### src/rtl/mem_access_guard_if.sv
// CPU-side native memory port and SRAM-side port of the memory access guard.
// The guard uses the slave modport; the CPU/SRAM environment uses master.
interface mem_access_guard_if #(
    parameter int DATA_WIDTH = 32
);
    logic                    cpu_valid;
    logic                    cpu_ready;
    logic [21:0]             cpu_addr;
    logic [DATA_WIDTH-1:0]   cpu_wdata;
    logic [3:0]              cpu_wstrb;
    logic [DATA_WIDTH-1:0]   cpu_rdata;
    logic [3:0]              mem_wen;
    logic [21:0]             mem_addr;
    logic [DATA_WIDTH-1:0]   mem_wdata;
    logic [DATA_WIDTH-1:0]   mem_rdata;

    modport slave (
        input  cpu_valid, cpu_addr, cpu_wdata, cpu_wstrb, mem_rdata,
        output cpu_ready, cpu_rdata, mem_wen, mem_addr, mem_wdata
    );

    modport master (
        output cpu_valid, cpu_addr, cpu_wdata, cpu_wstrb, mem_rdata,
        input  cpu_ready, cpu_rdata, mem_wen, mem_addr, mem_wdata
    );
endinterface

### src/rtl/mem_access_guard.sv
// Memory protection unit: loads a 5-region table from SRAM after reset, then
// checks every CPU access against it. Optional macro MPU_RELOAD_EN lets CPU
// stores into the table window update the live table.
module mem_access_guard #(
    parameter int DATA_WIDTH     = 32,
    parameter int MPU_START_ADDR = 768,
    parameter int MPU_LEN        = 16
) (
    input  logic                  clk,
    input  logic                  reset,
    input  logic                  is_inst,
    input  logic [31:0]           pc_addr,
    output logic                  inform_cpu_wait,
    output logic                  interrupt,
    output logic [31:0]           fault_pc,
    mem_access_guard_if.slave     bus
);
    localparam int          NUM_REGIONS = 5;
    localparam logic [21:0] START_W     = 22'(MPU_START_ADDR);

    typedef enum logic [1:0] {LOAD, IDLE, ACCESS, FAULT} state_t;

    state_t                  state_q;
    logic [4:0]              loadIdx_q;
    logic [21:0]             memAddr_q;
    logic [DATA_WIDTH-1:0]   memWdata_q;
    logic [31:0]             faultPc_q;
    logic                    ctlEnable_q;
    logic                    ctlDefault_q;
    logic [21:0]             regStart_q [NUM_REGIONS];
    logic [21:0]             regEnd_q   [NUM_REGIONS];
    logic [2:0]              regAttr_q  [NUM_REGIONS];

    logic                    hit;
    logic [2:0]              hitAttr;
    logic                    needOk;
    logic                    allowed;
    logic                    accept;
    logic                    deny;
    logic                    loadActive;
    logic [21:0]             memAddr_d;
    logic [DATA_WIDTH-1:0]   memWdata_d;
    logic                    tblWrEn;
    logic [3:0]              tblWrIdx;
    logic [21:0]             tblWrData;

    // Scanning from the highest region down lets the lowest matching index win.
    always_comb begin
        hit     = 1'b0;
        hitAttr = 3'd0;
        for (int r = NUM_REGIONS - 1; r >= 0; r--) begin
            if ((regStart_q[r] <= bus.cpu_addr) && (bus.cpu_addr <= regEnd_q[r])) begin
                hit     = 1'b1;
                hitAttr = regAttr_q[r];
            end
        end
        if (is_inst)
            needOk = hitAttr[2];
        else if (bus.cpu_wstrb != 4'd0)
            needOk = hitAttr[1];
        else
            needOk = hitAttr[0];
        allowed = !ctlEnable_q || (hit ? needOk : ctlDefault_q);
    end

    assign accept     = (state_q == IDLE) && bus.cpu_valid && allowed;
    assign deny       = (state_q == IDLE) && bus.cpu_valid && !allowed;
    assign loadActive = (state_q == LOAD) && (loadIdx_q < 5'(MPU_LEN));

    always_comb begin
        memAddr_d  = memAddr_q;
        memWdata_d = memWdata_q;
        if (loadActive) begin
            memAddr_d = START_W + {17'd0, loadIdx_q};
        end else if (accept) begin
            memAddr_d  = bus.cpu_addr;
            memWdata_d = bus.cpu_wdata;
        end
    end

`ifdef MPU_RELOAD_EN
    logic        inTable;
    logic [3:0]  relIdx;
    logic [21:0] oldWord;

    assign inTable = (bus.cpu_addr >= START_W) && (bus.cpu_addr <= START_W + 22'(MPU_LEN - 1));
    assign relIdx  = 4'(bus.cpu_addr - START_W);

    always_comb begin
        oldWord = {20'd0, ctlDefault_q, ctlEnable_q};
        for (int r = 0; r < NUM_REGIONS; r++) begin
            if (relIdx == 4'(3 * r + 1)) oldWord = regStart_q[r];
            if (relIdx == 4'(3 * r + 2)) oldWord = regEnd_q[r];
            if (relIdx == 4'(3 * r + 3)) oldWord = {19'd0, regAttr_q[r]};
        end
    end
`endif

    // Table fields are at most 22 bits wide, so only the low bytes are merged.
    always_comb begin
        tblWrEn   = 1'b0;
        tblWrIdx  = 4'(loadIdx_q - 5'd1);
        tblWrData = bus.mem_rdata[21:0];
        if ((state_q == LOAD) && (loadIdx_q != 5'd0)) begin
            tblWrEn = 1'b1;
        end
`ifdef MPU_RELOAD_EN
        else if (accept && (bus.cpu_wstrb != 4'd0) && inTable) begin
            tblWrEn          = 1'b1;
            tblWrIdx         = relIdx;
            tblWrData[7:0]   = bus.cpu_wstrb[0] ? bus.cpu_wdata[7:0]   : oldWord[7:0];
            tblWrData[15:8]  = bus.cpu_wstrb[1] ? bus.cpu_wdata[15:8]  : oldWord[15:8];
            tblWrData[21:16] = bus.cpu_wstrb[2] ? bus.cpu_wdata[21:16] : oldWord[21:16];
        end
`endif
    end

    always_ff @(posedge clk or posedge reset) begin
        if (reset) begin
            state_q      <= LOAD;
            loadIdx_q    <= 5'd0;
            memAddr_q    <= 22'd0;
            memWdata_q   <= '0;
            faultPc_q    <= 32'd0;
            ctlEnable_q  <= 1'b0;
            ctlDefault_q <= 1'b0;
            for (int r = 0; r < NUM_REGIONS; r++) begin
                regStart_q[r] <= 22'd0;
                regEnd_q[r]   <= 22'd0;
                regAttr_q[r]  <= 3'd0;
            end
        end else begin
            memAddr_q  <= memAddr_d;
            memWdata_q <= memWdata_d;
            if (tblWrEn) begin
                if (tblWrIdx == 4'd0) begin
                    ctlEnable_q  <= tblWrData[0];
                    ctlDefault_q <= tblWrData[1];
                end
                for (int r = 0; r < NUM_REGIONS; r++) begin
                    if (tblWrIdx == 4'(3 * r + 1)) regStart_q[r] <= tblWrData;
                    if (tblWrIdx == 4'(3 * r + 2)) regEnd_q[r]   <= tblWrData;
                    if (tblWrIdx == 4'(3 * r + 3)) regAttr_q[r]  <= tblWrData[2:0];
                end
            end
            case (state_q)
                LOAD: begin
                    if (loadIdx_q == 5'(MPU_LEN))
                        state_q <= IDLE;
                    else
                        loadIdx_q <= loadIdx_q + 5'd1;
                end
                IDLE: begin
                    if (accept) begin
                        state_q <= ACCESS;
                    end else if (deny) begin
                        state_q   <= FAULT;
                        faultPc_q <= pc_addr;
                    end
                end
                ACCESS:  state_q <= IDLE;
                FAULT:   state_q <= IDLE;
                default: state_q <= LOAD;
            endcase
        end
    end

    // The load address is combinational from the index, so reset gates it to 0.
    assign bus.mem_addr    = reset ? 22'd0 : memAddr_d;
    assign bus.mem_wdata   = memWdata_d;
    assign bus.mem_wen     = accept ? bus.cpu_wstrb : 4'd0;
    assign bus.cpu_ready   = (state_q == ACCESS) || (state_q == FAULT);
    assign bus.cpu_rdata   = (state_q == ACCESS) ? bus.mem_rdata : '0;
    assign interrupt       = (state_q == FAULT);
    assign inform_cpu_wait = (state_q == LOAD);
    assign fault_pc        = faultPc_q;
endmodule

### src/flat_wrapper.sv
// flat-port wrapper written by rule: the top's interface ports become plain ports
module mem_access_guard_flat 
#(
    parameter int DATA_WIDTH     = 32,
    parameter int MPU_START_ADDR = 768,
    parameter int MPU_LEN        = 16
)
  (clk, reset, is_inst, pc_addr, inform_cpu_wait, interrupt, fault_pc, bus_cpu_valid, bus_cpu_addr, bus_cpu_wdata, bus_cpu_wstrb, bus_mem_rdata, bus_cpu_ready, bus_cpu_rdata, bus_mem_wen, bus_mem_addr, bus_mem_wdata);
  mem_access_guard_if #(.DATA_WIDTH(DATA_WIDTH)) bus_i ();
  input  logic clk;
  input  logic reset;
  input  logic is_inst;
  input  logic [31:0] pc_addr;
  output logic inform_cpu_wait;
  output logic interrupt;
  output logic [31:0] fault_pc;
  input wire logic [$bits(bus_i.cpu_valid)-1:0] bus_cpu_valid;
  input wire logic [$bits(bus_i.cpu_addr)-1:0] bus_cpu_addr;
  input wire logic [$bits(bus_i.cpu_wdata)-1:0] bus_cpu_wdata;
  input wire logic [$bits(bus_i.cpu_wstrb)-1:0] bus_cpu_wstrb;
  input wire logic [$bits(bus_i.mem_rdata)-1:0] bus_mem_rdata;
  output wire logic [$bits(bus_i.cpu_ready)-1:0] bus_cpu_ready;
  output wire logic [$bits(bus_i.cpu_rdata)-1:0] bus_cpu_rdata;
  output wire logic [$bits(bus_i.mem_wen)-1:0] bus_mem_wen;
  output wire logic [$bits(bus_i.mem_addr)-1:0] bus_mem_addr;
  output wire logic [$bits(bus_i.mem_wdata)-1:0] bus_mem_wdata;
  assign bus_i.cpu_valid = bus_cpu_valid;
  assign bus_i.cpu_addr = bus_cpu_addr;
  assign bus_i.cpu_wdata = bus_cpu_wdata;
  assign bus_i.cpu_wstrb = bus_cpu_wstrb;
  assign bus_i.mem_rdata = bus_mem_rdata;
  assign bus_cpu_ready = bus_i.cpu_ready;
  assign bus_cpu_rdata = bus_i.cpu_rdata;
  assign bus_mem_wen = bus_i.mem_wen;
  assign bus_mem_addr = bus_i.mem_addr;
  assign bus_mem_wdata = bus_i.mem_wdata;
  mem_access_guard #(.DATA_WIDTH(DATA_WIDTH), .MPU_START_ADDR(MPU_START_ADDR), .MPU_LEN(MPU_LEN)) u_core (.clk(clk), .reset(reset), .is_inst(is_inst), .pc_addr(pc_addr), .inform_cpu_wait(inform_cpu_wait), .interrupt(interrupt), .fault_pc(fault_pc), .bus(bus_i));
endmodule
### config.mk
export PLATFORM = sky130hd
export DESIGN_NAME = mem_access_guard_flat
export DESIGN_NICKNAME = d
export VERILOG_FILES = /design/src/rtl/mem_access_guard_if.sv /design/src/rtl/mem_access_guard.sv /design/src/flat_wrapper.sv
export SDC_FILE = /design/constraint.sdc
export NUM_CORES = 1
export LEC_CHECK = 0
export BUFFER_PORTS_ARGS = -buffer_cell sky130_fd_sc_hd__buf_2
export CAP_MARGIN = 5
export CORE_ASPECT_RATIO = 1.25
export CORE_MARGIN = 3
export CORE_UTILIZATION = 50
export CTS_CLUSTER_DIAMETER = 150
export DETAILED_ROUTE_END_ITERATION = 6
export PLACE_DENSITY = 0.81
export SKIP_CTS_REPAIR_TIMING = 1
export SYNTH_ARGS = -nofsm -noshare
export SYNTH_HDL_FRONTEND = slang
export SYNTH_SLANG_ARGS = --single-unit
export TNS_END_PERCENT = 30
### constraint.sdc
create_clock -name clk -period 16.95 [get_ports clk]
set_input_delay 3.39 -clock clk [delete_from_list [all_inputs] [get_ports clk]]
set_output_delay 3.39 -clock clk [all_outputs]
set_load 0.01 [all_outputs]
==> run metrics, run 1 <==
result of the run=finished clean; final core utilization=0.589; final cell count without fillers=2436; IO Count=251; number of distinct library cells after synthesis=61; initial antenna violation count=11; slew of the pin with the lowest slew margin=1.35 ns; Slew headroom=0.0957; startpoint of the worst hold path=u_core.memWdata_q[21]; leakage power of the design=10.6 nW; Port Buffers=250; number of global-route vias before repair=15000; startpoint of the worst register-to-register path=u_core.regEnd_q[87]; classification of the worst setup path=in2out; via/cell ratio=5.96; total via count after detailed routing=14500; WP data arrival=7.97 ns; endpoint of the worst-slack reg-to-reg timing path=u_core.fault_pc[30]; 1st-iter DRT viols=1109; Avg Synthesized Cell Area=11.0 µm²; ys flop type=dfrtp_1; total clock buffers created by CTS=35; post-synthesis sequential area ratio=0.444; kind of path behind the tightest hold check=reg2reg; TritonCTS clock tree=yes; Worst Setup EP=bus_mem_addr[2]; Core Region=36500 µm²; global-route wire length before repair=83900 µm; Highest Clock Rate=88.0 MHz; proportion of synthesized flip-flops having asynchronous set or reset=1.00; area delta synth->final=15.5%; share of final-layout standard cells stronger than drive strength 1=0.294; Yosys reg bits=330; initial core utilization=0.510; Remaining Overflow, GRT=0; combined global-route utilization of all metal layers=0.272; CP required=13.56 ns; pwr dens=180 nW/µm²; nets@finish=2277; maximum level of the CTS H-tree=2; Rows=78; router iterations before antenna repair=7; number of antenna-violating nets in the routed design=0; cell area after synthesis=18600 µm²; cell depth of the worst flop-to-flop path=13; total setup violations reported at the end of the flow=0; Mapped Cells=1692; wire length reported by the detailed router=55200 µm; Die Outline Area=39600 µm²; mean routed wirelength per cell=22.7 µm; number of sinks handled by clock tree synthesis=330; number of enable flip-flop cells after synthesis=0; endpoint type of the worst setup path=primary output; worst vdd ir=0.0716 mV; maxcap violations=0; number of cells in the design after placement=2368; final estimated routing congestion in global placement=0.943; number of warning messages in the yosys log=0; post-layout min period=11.36 ns; startpoint of the most critical setup path=bus_cpu_addr[21]; sort of element at the start of the critical path=input port; height of the die=222 µm; Setup Skew=0.0289 ns; clock insertion delay at the later pin of the skew report=0.54 ns; placed wire-length estimate=41000 µm; clk root buf=clkbuf_16; post-synthesis net count=2044; Post-Route Setup TNS=0 ns; pin count of the biggest net entering global routing=126; final worst slack=5.59 ns; pre-CTS worst setup slack=5.74 ns; Reg2Reg Setup Slack=12.22 ns; share of the cycle needed by the critical path after routing=0.670; # DRC=0; Final Max Tran Viols=0; setup repair after global routing missed its margin=false; worst-path maximum fanout=27; maximum clock insertion buffer count=3; clock slew at reported path FFs=0.06 ns; count of final hold-check violations=0; DIE WIDTH=179 µm
## cells in the mapped netlist, drive strengths merged, types with 3 or more instances
cell | n | area [µm²]
nand3b | 3 | 22.5
o21ai | 100 | 500
o311a | 3 | 30.0
o31ai | 6 | 45.0
nor4 | 9 | 75.1
and3 | 6 | 37.5
or4 | 3 | 22.5
buf | 19 | 120
nor2b | 6 | 37.5
nor3 | 10 | 50.1
and4 | 3 | 26.3
dfrtp | 330 | 8260
nand3 | 46 | 230
o21a | 3 | 22.5
a31oi | 10 | 68.8
nor2 | 41 | 178
a211oi | 15 | 113
nand4 | 52 | 332
inv | 156 | 586
a21o | 13 | 97.6
a21oi | 121 | 606
a221oi | 8 | 70.1
a21boi | 4 | 30.0
nand2b | 7 | 43.8
a22oi | 10 | 80.1
ha | 226 | 2830
mux2 | 253 | 2960
nand2 | 110 | 413
clkbuf | 52 | 195
a311oi | 5 | 43.8
o21bai | 3 | 22.5
and2 | 34 | 213
xnor2 | 5 | 43.8
## state kept, by name (all words and copies together) (netlist names)
| name | flops |
|---|---|
| u_core.ctlDefault_q | 1 |
| u_core.ctlEnable_q | 1 |
| u_core.fault_pc | 32 |
| u_core.loadIdx_q | 5 |
| u_core.memAddr_q | 22 |
| u_core.memWdata_q | 32 |
| u_core.regAttr_q | 15 |
| u_core.regEnd_q | 110 |
| u_core.regStart_q | 110 |
| u_core.state_q | 2 |
## power by group
part	switching (W)	internal (W)
clock	0.000325	0.000461
sequential	0.000191	0.00117
combinational	0.000955	0.000773
total	0.00147	0.00240
## how the worst min path moves through the flow
stage	cells past startpoint	slack [ns]	to
6_report	1	0.48	u_core.memWdata_q[21]
5_1_grt	1	0.49	u_core.memWdata_q[7]
4_1_cts	1	0.48	u_core.memWdata_q[21]
3_5_place_dp	1	0.47	u_core.memWdata_q[21]
3_3_place_gp	1	0.46	u_core.memWdata_q[8]
2_1_floorplan	1	0.47	u_core.regAttr_q[7]
## worst max-delay path, cell delays in order
cell,delay [ns]
buf_2,0.20
inv_1,0.22
ha_1,0.38
nand4_1,0.26
nor4_1,0.79
nand4_1,0.34
a211oi_1,0.36
a311oi_1,0.08
o32a_1,0.42
o221ai_4,0.77
a31oi_1,0.23
a211oi_1,0.32
buf_2,0.18
## cell usage in the layout (no fill, tap or decap), types with 4 or more instances in the layout
| cell | count |
|---|---|
| dfrtp_1 | 330 |
| buf_2 | 250 |
| ha_1 | 226 |
| mux2_2 | 198 |
| inv_1 | 155 |
| a21oi_1 | 121 |
| nand2_1 | 110 |
| o21ai_0 | 100 |
| nand4_1 | 51 |
| nand3_1 | 46 |
| clkbuf_16 | 36 |
| nor2_1 | 34 |
| and2_1 | 34 |
| mux2_4 | 30 |
| mux2_1 | 25 |
| buf_4 | 17 |
| a211oi_1 | 15 |
| a21o_1 | 13 |
| nor3_1 | 9 |
| a31oi_1 | 9 |
| a22oi_1 | 9 |
| clkbuf_8 | 9 |
| a221oi_1 | 8 |
| nand2b_1 | 7 |
| diode_2 | 6 |
| o31ai_1 | 6 |
| nor4_1 | 6 |
| and3_1 | 6 |
| clkinv_2 | 6 |
| xnor2_1 | 5 |
| a311oi_1 | 5 |
| nor2_2 | 5 |
| nor2b_1 | 5 |
| clkbuf_1 | 5 |
| a21boi_0 | 4 |
## cells by family (layout without fill, tap and decap cells)
group                      Yosys count  count (layout)  share of synthesized area
and+or+nand+nor                    335             335                     0.0925
DFF                                330             330                      0.444
AOI/OAI and AO/OA                  315             315                      0.102
muxes                              253             253                      0.159
buffers and inverters              228             486                     0.0486
adders and majority gates          226             226                      0.152
xor gates and xnor gates             5               5                    0.00235
other                                0               6                          0
## layer usage
metal | GRT usage | wire, µm
met5 | 0 | 53
met3 | 0.0613 | 4530
met1 | 0.314 | 20700
met4 | 0.160 | 3690
met2 | 0.459 | 26300
## cell type report
| type | count | area (µm²) |
|---|---|---|
| fillers | 2900 | 15000 |
| repair buffers | 267 | 1380 |
| clock buffers | 50 | 1040 |
| diodes | 6 | 15.0 |
| inverters | 157 | 597 |
| clock inverters | 12 | 131 |
| flip-flops and latches | 330 | 8260 |
| well taps | 480 | 601 |
| multi-input cells | 1134 | 9460 |
## per-stage QoR
stage / power (W) / hold WS [ns] / area [µm²]
2_1_floorplan: 0.00254 / 0.470 / 18600
3_3_place_gp: 0.00295 / 0.460 / 20300
3_5_place_dp: 0.00306 / 0.465 / 20300
4_1_cts: 0.00386 / 0.479 / 21500
5_1_grt: 0.00413 / 0.489 / 21500
6_report: 0.00387 / 0.477 / 21500
No activity file was read; power rests on OpenSTA's default activity.
==> run 2: changes to the inputs <==
PLACE_DENSITY = 0.84   (was 0.81)
clock period = 10.4 ns   (was 16.95 ns; I/O delays follow)
==> run 2 against run 1 <==
Against the previous run:
- first-iteration DRC count decreased by 2.3%
- sequential share of layout area about the same
- register-to-register slack got worse by 6.4 ns
- via count decreased by 1.4%
- wire length decreased by 3.6%
- power increased by 62%
- count of clock-buffer cells in the layout decreased by 2
- sequential power increased by 63%
- clock power increased by 63%
- die area unchanged
- cell area increased by 0.13%
- highest routed layer unchanged
==> run metrics, run 2 (same netlist as run 1, synthesis figures left out) <==
result of the run=finished clean; clock slew at reported path FFs=0.06 ns (about the same); count of final hold-check violations=0 (unchanged); pwr dens=293 nW/µm² (+62%); maxcap violations=0 (unchanged); clk root buf=clkbuf_16; CP required=8.32 ns (-5.24 ns); Rows=78 (unchanged); commonest non-fill, non-tap cell in the layout=dfrtp_1; nets@finish=2278 (+0.044%); pre-CTS worst setup slack=1.92 ns (-3.82 ns); slew of the pin with the lowest slew margin=1.03 ns (-0.323 ns); IO Count=251 (unchanged); share of the cycle needed by the critical path after routing=0.822; WP data arrival=6.46 ns (-1.51 ns); total clock buffers created by CTS=34 (-2.9%); number of sinks handled by clock tree synthesis=330 (unchanged); largest registers=u_core.regEnd_q (110), u_core.regStart_q (110); TritonCTS clock tree=yes; clock share of power=0.204 (about the same); kind of path behind the tightest hold check=reg2reg; via/cell ratio=5.87 (-1.5%); final estimated routing congestion in global placement=0.907 (-3.8%); switching fraction of total power=0.376 (-0.00381); final worst slack=1.86 ns (-3.74 ns); combined global-route utilization of all metal layers=0.264 (-0.00847); total via count after detailed routing=14300 (-1.4%); 1st-iter DRT viols=1083 (-2.3%); number of cells in the design after placement=2370 (+0.084%); placed wire-length estimate=39200 µm (-4.6%); Final Max Tran Viols=0 (unchanged); number of antenna-violating nets in the routed design=0 (unchanged); leakage power of the design=10.6 nW (about the same); Highest Clock Rate=117 MHz; startpoint of the worst register-to-register path=u_core.regEnd_q[39]; mean routed wirelength per cell=21.8 µm (-3.7%); Slew headroom=0.311 (+0.215); Worst Setup EP=bus_mem_wdata[27]; logic gate share of total power=0.443 (-0.003); worst vdd ir=0.124 mV (+73%); largest incremental delay on the critical path=0.51 ns (-0.28 ns); Reg2Reg Setup Slack=5.81 ns (-6.41 ns); cell depth of the worst flop-to-flop path=13 (unchanged); height of the die=222 µm (unchanged); classification of the worst setup path=in2out; final cell area excluding filler cells=21500 µm² (+0.13%); Setup Skew=0.0117 ns (-0.0172 ns); maximum clock insertion buffer count=3 (unchanged); Port Buffers=250 (unchanged); CP max-delay cell=nor2_8; area delta synth->final=15.6%; share of final-layout standard cells stronger than drive strength 1=0.295 (+0.000723); total net switching power=0.00237 W (+61%); post-layout min period=8.54 ns; Remaining Overflow, GRT=0 (unchanged); final cell count without fillers=2437 (+0.041%); clock insertion delay at the later pin of the skew report=0.53 ns (about the same); worst-path maximum fanout=37 (+37%); cell type with the highest occurrence count on the critical path=buf_2; Post-Route Setup TNS=0 ns (unchanged); pin count of the biggest net entering global routing=179 (+42%); total cell area at the placement stage=20300 µm² (+0.12%); most frequent cells in the layout=330 x dfrtp_1, 250 x buf_2, 226 x ha_1, 198 x mux2_2, 155 x inv_1; Core Region=36500 µm² (unchanged); DIE WIDTH=179 µm (unchanged); Int Power=0.00393 W (+63%); sort of element at the start of the critical path=input port; power share of the sequential group=0.352 (about the same); # DRC=0 (unchanged); Die Outline Area=39600 µm² (unchanged); endpoint of the worst-slack reg-to-reg timing path=u_core.fault_pc[30]; total setup violations reported at the end of the flow=0 (unchanged); global-route wire length before repair=81700 µm (-2.6%); endpoint type of the worst setup path=primary output; startpoint of the most critical setup path=bus_cpu_addr[10]; initial core utilization=0.510 (unchanged); maximum level of the CTS H-tree=2 (unchanged); CP cell instances=buf_2, inv_1, ha_1, nand4_1, nor3_1, o311ai_0, nand3_1, a32oi_2, or3_1, o211a_2, o221a_4, nor2_8, mux2_1, buf_2; router iterations before antenna repair=6 (-1); setup repair after global routing missed its margin=false; number of global-route vias before repair=15000 (-0.29%); wire length reported by the detailed router=53200 µm (-3.6%); initial antenna violation count=7 (-4)
-- run 2: cell types whose count changed in the layout (fill, tap and decap cells not counted), sizes merged --
cell / change
inv: -3
buf: +2
clkbuf: -2
clkinv: +2
clkinvlp: +2
bufinv: +1
diode: -1
-- run 2: area by class of cell --
cell class              count  area, µm²
diodes                      5       12.5
clock buffers              48       1030
clock inverters            14        154
fillers                  2903      15000
inverters                 157        593
multi-input cells        1134       9460
flip-flops and latches    330       8260
well taps                 480        601
repair buffers            269       1410
-- run 2: power by group through the flow --
stage / sequential [W] / clock, W / combinational [W]
6_report: 0.00222 / 0.00128 / 0.00279
5_1_grt: 0.00228 / 0.00135 / 0.00309
4_1_cts: 0.00221 / 0.00130 / 0.00278
3_5_place_dp: 0.00223 / 0 / 0.00276
3_3_place_gp: 0.00219 / 0 / 0.00262
2_1_floorplan: 0.00216 / 0 / 0.00197
-- run 2: metrics by stage --
stage | hold WS [ns] | total power, W | utilization
after floorplan | 0.470 | 0.00413 | -
after global placement | 0.460 | 0.00481 | 0.557
after detailed placement | 0.469 | 0.00498 | 0.557
after CTS | 0.482 | 0.00629 | 0.589
after global routing | 0.491 | 0.00672 | 0.589
final | 0.475 | 0.00629 | 0.589
-- run 2: worst max-delay path, delay by kind of cell --
kind                     cells  cell delay [ns]
AND/OR/NAND/NOR              5             1.78
AO/OA/AOI/OAI                4             1.14
buffers and inverters        3             0.65
adder cells (fa/ha/maj)      1             0.35
multiplexers                 1             0.43
-- run 2: per-layer routing --
layer  vias up  GRT usage  part of all wire  routed length [µm]
met3       167     0.0526             0.073                3870
li1       6500          -                 -                   -
met2       615      0.458              0.49               26200
met1      7022      0.304              0.38               20200
met4         6      0.138             0.055                2940
met5         -          0           0.00090                  48
-- run 2: worst min path at each step --
stage,startpoint,depth (start not counted),to,slack (ns)
global placement,u_core.memWdata_q[22],1,u_core.memWdata_q[22],0.46
finish,u_core.memWdata_q[24],1,u_core.memWdata_q[24],0.48
global route,u_core.memWdata_q[6],1,u_core.memWdata_q[6],0.49
floorplan,u_core.regAttr_q[7],1,u_core.regAttr_q[7],0.47
detailed placement,u_core.memWdata_q[24],1,u_core.memWdata_q[24],0.47
CTS,u_core.memWdata_q[24],1,u_core.memWdata_q[24],0.48
==> run 3: changes to the inputs <==
PLACE_DENSITY = 0.81   (was 0.84)
clock period = 8.1 ns   (was 10.4 ns; I/O delays follow)
==> run 3 against run 2 <==
Against the previous run:
- utilization decreased by 0.21 points
- non-clock buffer count increased by 6
- global-route usage increased by 0.38 points
- wire length increased by 1.6%
- sequential power increased by 28%
- power increased by 27%
- worst setup slack got worse by 1.4 ns
- register-to-register slack got worse by 2.4 ns
- final cell count about the same
- sequential share of layout area increased by 0.14 points
- die area unchanged
- critical endpoint is now bus_mem_addr[3]
- highest routed layer unchanged
==> run metrics, run 3 (same netlist as run 1, synthesis figures left out) <==
mean routed wirelength per cell=22.2 µm (+1.5%); wire length reported by the detailed router=54100 µm (+1.6%); via/cell ratio=5.94 (+1.2%); share of final-layout standard cells stronger than drive strength 1=0.297 (+0.00226); commonest non-fill, non-tap cell in the layout=dfrtp_1; # DRC=0 (unchanged); clock insertion delay at the later pin of the skew report=0.57 ns (+0.04 ns); final cell count without fillers=2439 (+0.082%); Port Buffers=250 (unchanged); worst vdd ir=0.211 mV (+71%); classification of the worst setup path=in2out; result of the run=finished clean; register area=8260 µm² (unchanged); Core Region=36500 µm² (unchanged); Post-Route Setup TNS=0 ns (unchanged); Remaining Overflow, GRT=0 (unchanged); Rows=78 (unchanged); 1st-iter DRT viols=1130 (+4.3%); Highest Clock Rate=130 MHz; TritonCTS clock tree=yes; share of the cycle needed by the critical path after routing=0.947; WP data arrival=6.05 ns (-0.41 ns); height of the die=222 µm (unchanged); Fin Hold WS=0.477 ns (+0.00141 ns); pin count of the biggest net entering global routing=84 (-53%); total setup violations reported at the end of the flow=0 (unchanged); fill cell total of the finished layout=2912 (+0.31%); clock slew at reported path FFs=0.06 ns (about the same); combined global-route utilization of all metal layers=0.268 (+0.00376); Final Max Tran Viols=0 (unchanged); logic gate share of total power=0.454 (+0.011); leakage power of the design=10.6 nW (-0.31%); final estimated routing congestion in global placement=0.985 (+8.7%); IO Count=251 (unchanged); maximum clock insertion buffer count=3 (unchanged); number of sinks handled by clock tree synthesis=330 (unchanged); total net switching power=0.00304 W (+29%); count of final hold-check violations=0 (unchanged); total clock buffers created by CTS=31 (-8.8%); power share of the sequential group=0.356 (+0.004); switching fraction of total power=0.381 (+0.00525); Int Power=0.00494 W (+26%); Die Outline Area=39600 µm² (unchanged); initial antenna violation count=9 (+2); number of global-route vias before repair=14900 (-0.41%); pwr dens=372 nW/µm² (+27%); initial core utilization=0.510 (unchanged); area delta synth->final=15.2%; total via count after detailed routing=14500 (+1.3%); slew of the pin with the lowest slew margin=1.27 ns (+0.242 ns); number of cells in the design after placement=2376 (+0.25%); post-layout min period=7.67 ns; router iterations before antenna repair=7 (+1); Slew headroom=0.150 (-0.161); sort of element at the start of the critical path=input port; final core utilization=0.587 (-0.00213); global-route wire length before repair=83200 µm (+1.7%); clock share of power=0.190 (-0.014); area occupied by multi-input gates=9460 µm² (unchanged); maxcap violations=0 (unchanged); DIE WIDTH=179 µm (unchanged); CP required=6.48 ns (-1.84 ns); nets@finish=2281 (+0.13%); worst-path maximum fanout=19 (-49%); maximum level of the CTS H-tree=1 (-1); setup repair after global routing missed its margin=false; Setup Skew=0.00799 ns (-0.00372 ns); clk root buf=clkbuf_16; endpoint type of the worst setup path=primary output; placed wire-length estimate=40300 µm (+3.0%); number of antenna-violating nets in the routed design=0 (unchanged); most frequent cells in the layout=330 x dfrtp_1, 250 x buf_2, 226 x ha_1, 198 x mux2_2, 155 x inv_1; largest registers=u_core.regEnd_q (110), u_core.regStart_q (110); kind of path behind the tightest hold check=reg2reg
==> run 3: changes by cell type in the layout (fill, tap and decap cells not counted), sizes merged <==
| cell | previous run | this run |
|---|---|---|
| buf | 269 | 275 |
| inv | 155 | 156 |
| clkinvlp | 3 | 4 |
| clkinv | 10 | 12 |
| clkbuf | 48 | 40 |
==> run 3: worst paths after layout <==
kind	start	endpoint	slack (ns)	cells after the start
setup / recovery	bus_cpu_addr[21]	bus_mem_addr[3]	0.43	15
hold / removal	u_core.memWdata_q[21]	u_core.memWdata_q[21]	0.48	1
setup reg to reg	u_core.regEnd_q[39]	u_core.fault_pc[30]	3.45	14
hold reg to reg	u_core.memWdata_q[21]	u_core.memWdata_q[21]	0.48	1
max in group asynchronous	reset	u_core.regEnd_q[61]	4.44	4
min in group asynchronous	reset	u_core.memWdata_q[18]	1.22	2
==> run 3: area by class of cell <==
class,count,area share
Clock inverter,18,0.00893
Timing Repair Buffer,275,0.0671
Multi-Input combinational cell,1134,0.441
Clock buffer,40,0.0410
Tap cell,480,0.0280
Inverter,157,0.0277
Sequential cell,330,0.385
Antenna cell,5,0.000584
==> run 3: metal layers <==
metal | GRT usage | wire, µm
met5 | 0 | 44
met4 | 0.171 | 3830
met3 | 0.0531 | 4470
met2 | 0.445 | 25800
met1 | 0.312 | 20000
==> run 3: critical path: stages <==
cell and delay, ns:
buf_2 0.24, inv_1 0.21, ha_1 0.35, nand4_1 0.20
nor4_1 0.68, o31ai_1 0.23, nand4_1 0.25, a21o_1 0.22
a311oi_1 0.15, o32a_1 0.42, o221ai_4 0.62, buf_4 0.26
a31oi_1 0.11, a211oi_1 0.30, buf_2 0.19
==> run 3: per-stage QoR <==
stage	power, W	instance area (µm²)	setup WS [ns]
global route	0.00854	21400	0.239
finish	0.00798	21400	0.432
CTS	0.00797	21400	0.531
global placement	0.00621	20400	0.542
floorplan	0.00531	18600	-1.14
detailed placement	0.00643	20400	0.556
==> run 3: power by group through the flow <==
stage / Sequential [W] / Combinational, W / Clock [W]
after floorplan: 0.00277 / 0.00254 / 0
after global placement: 0.00281 / 0.00340 / 0
after detailed placement: 0.00286 / 0.00357 / 0
after CTS: 0.00284 / 0.00360 / 0.00153
after global routing: 0.00292 / 0.00402 / 0.00160
final: 0.00285 / 0.00362 / 0.00152
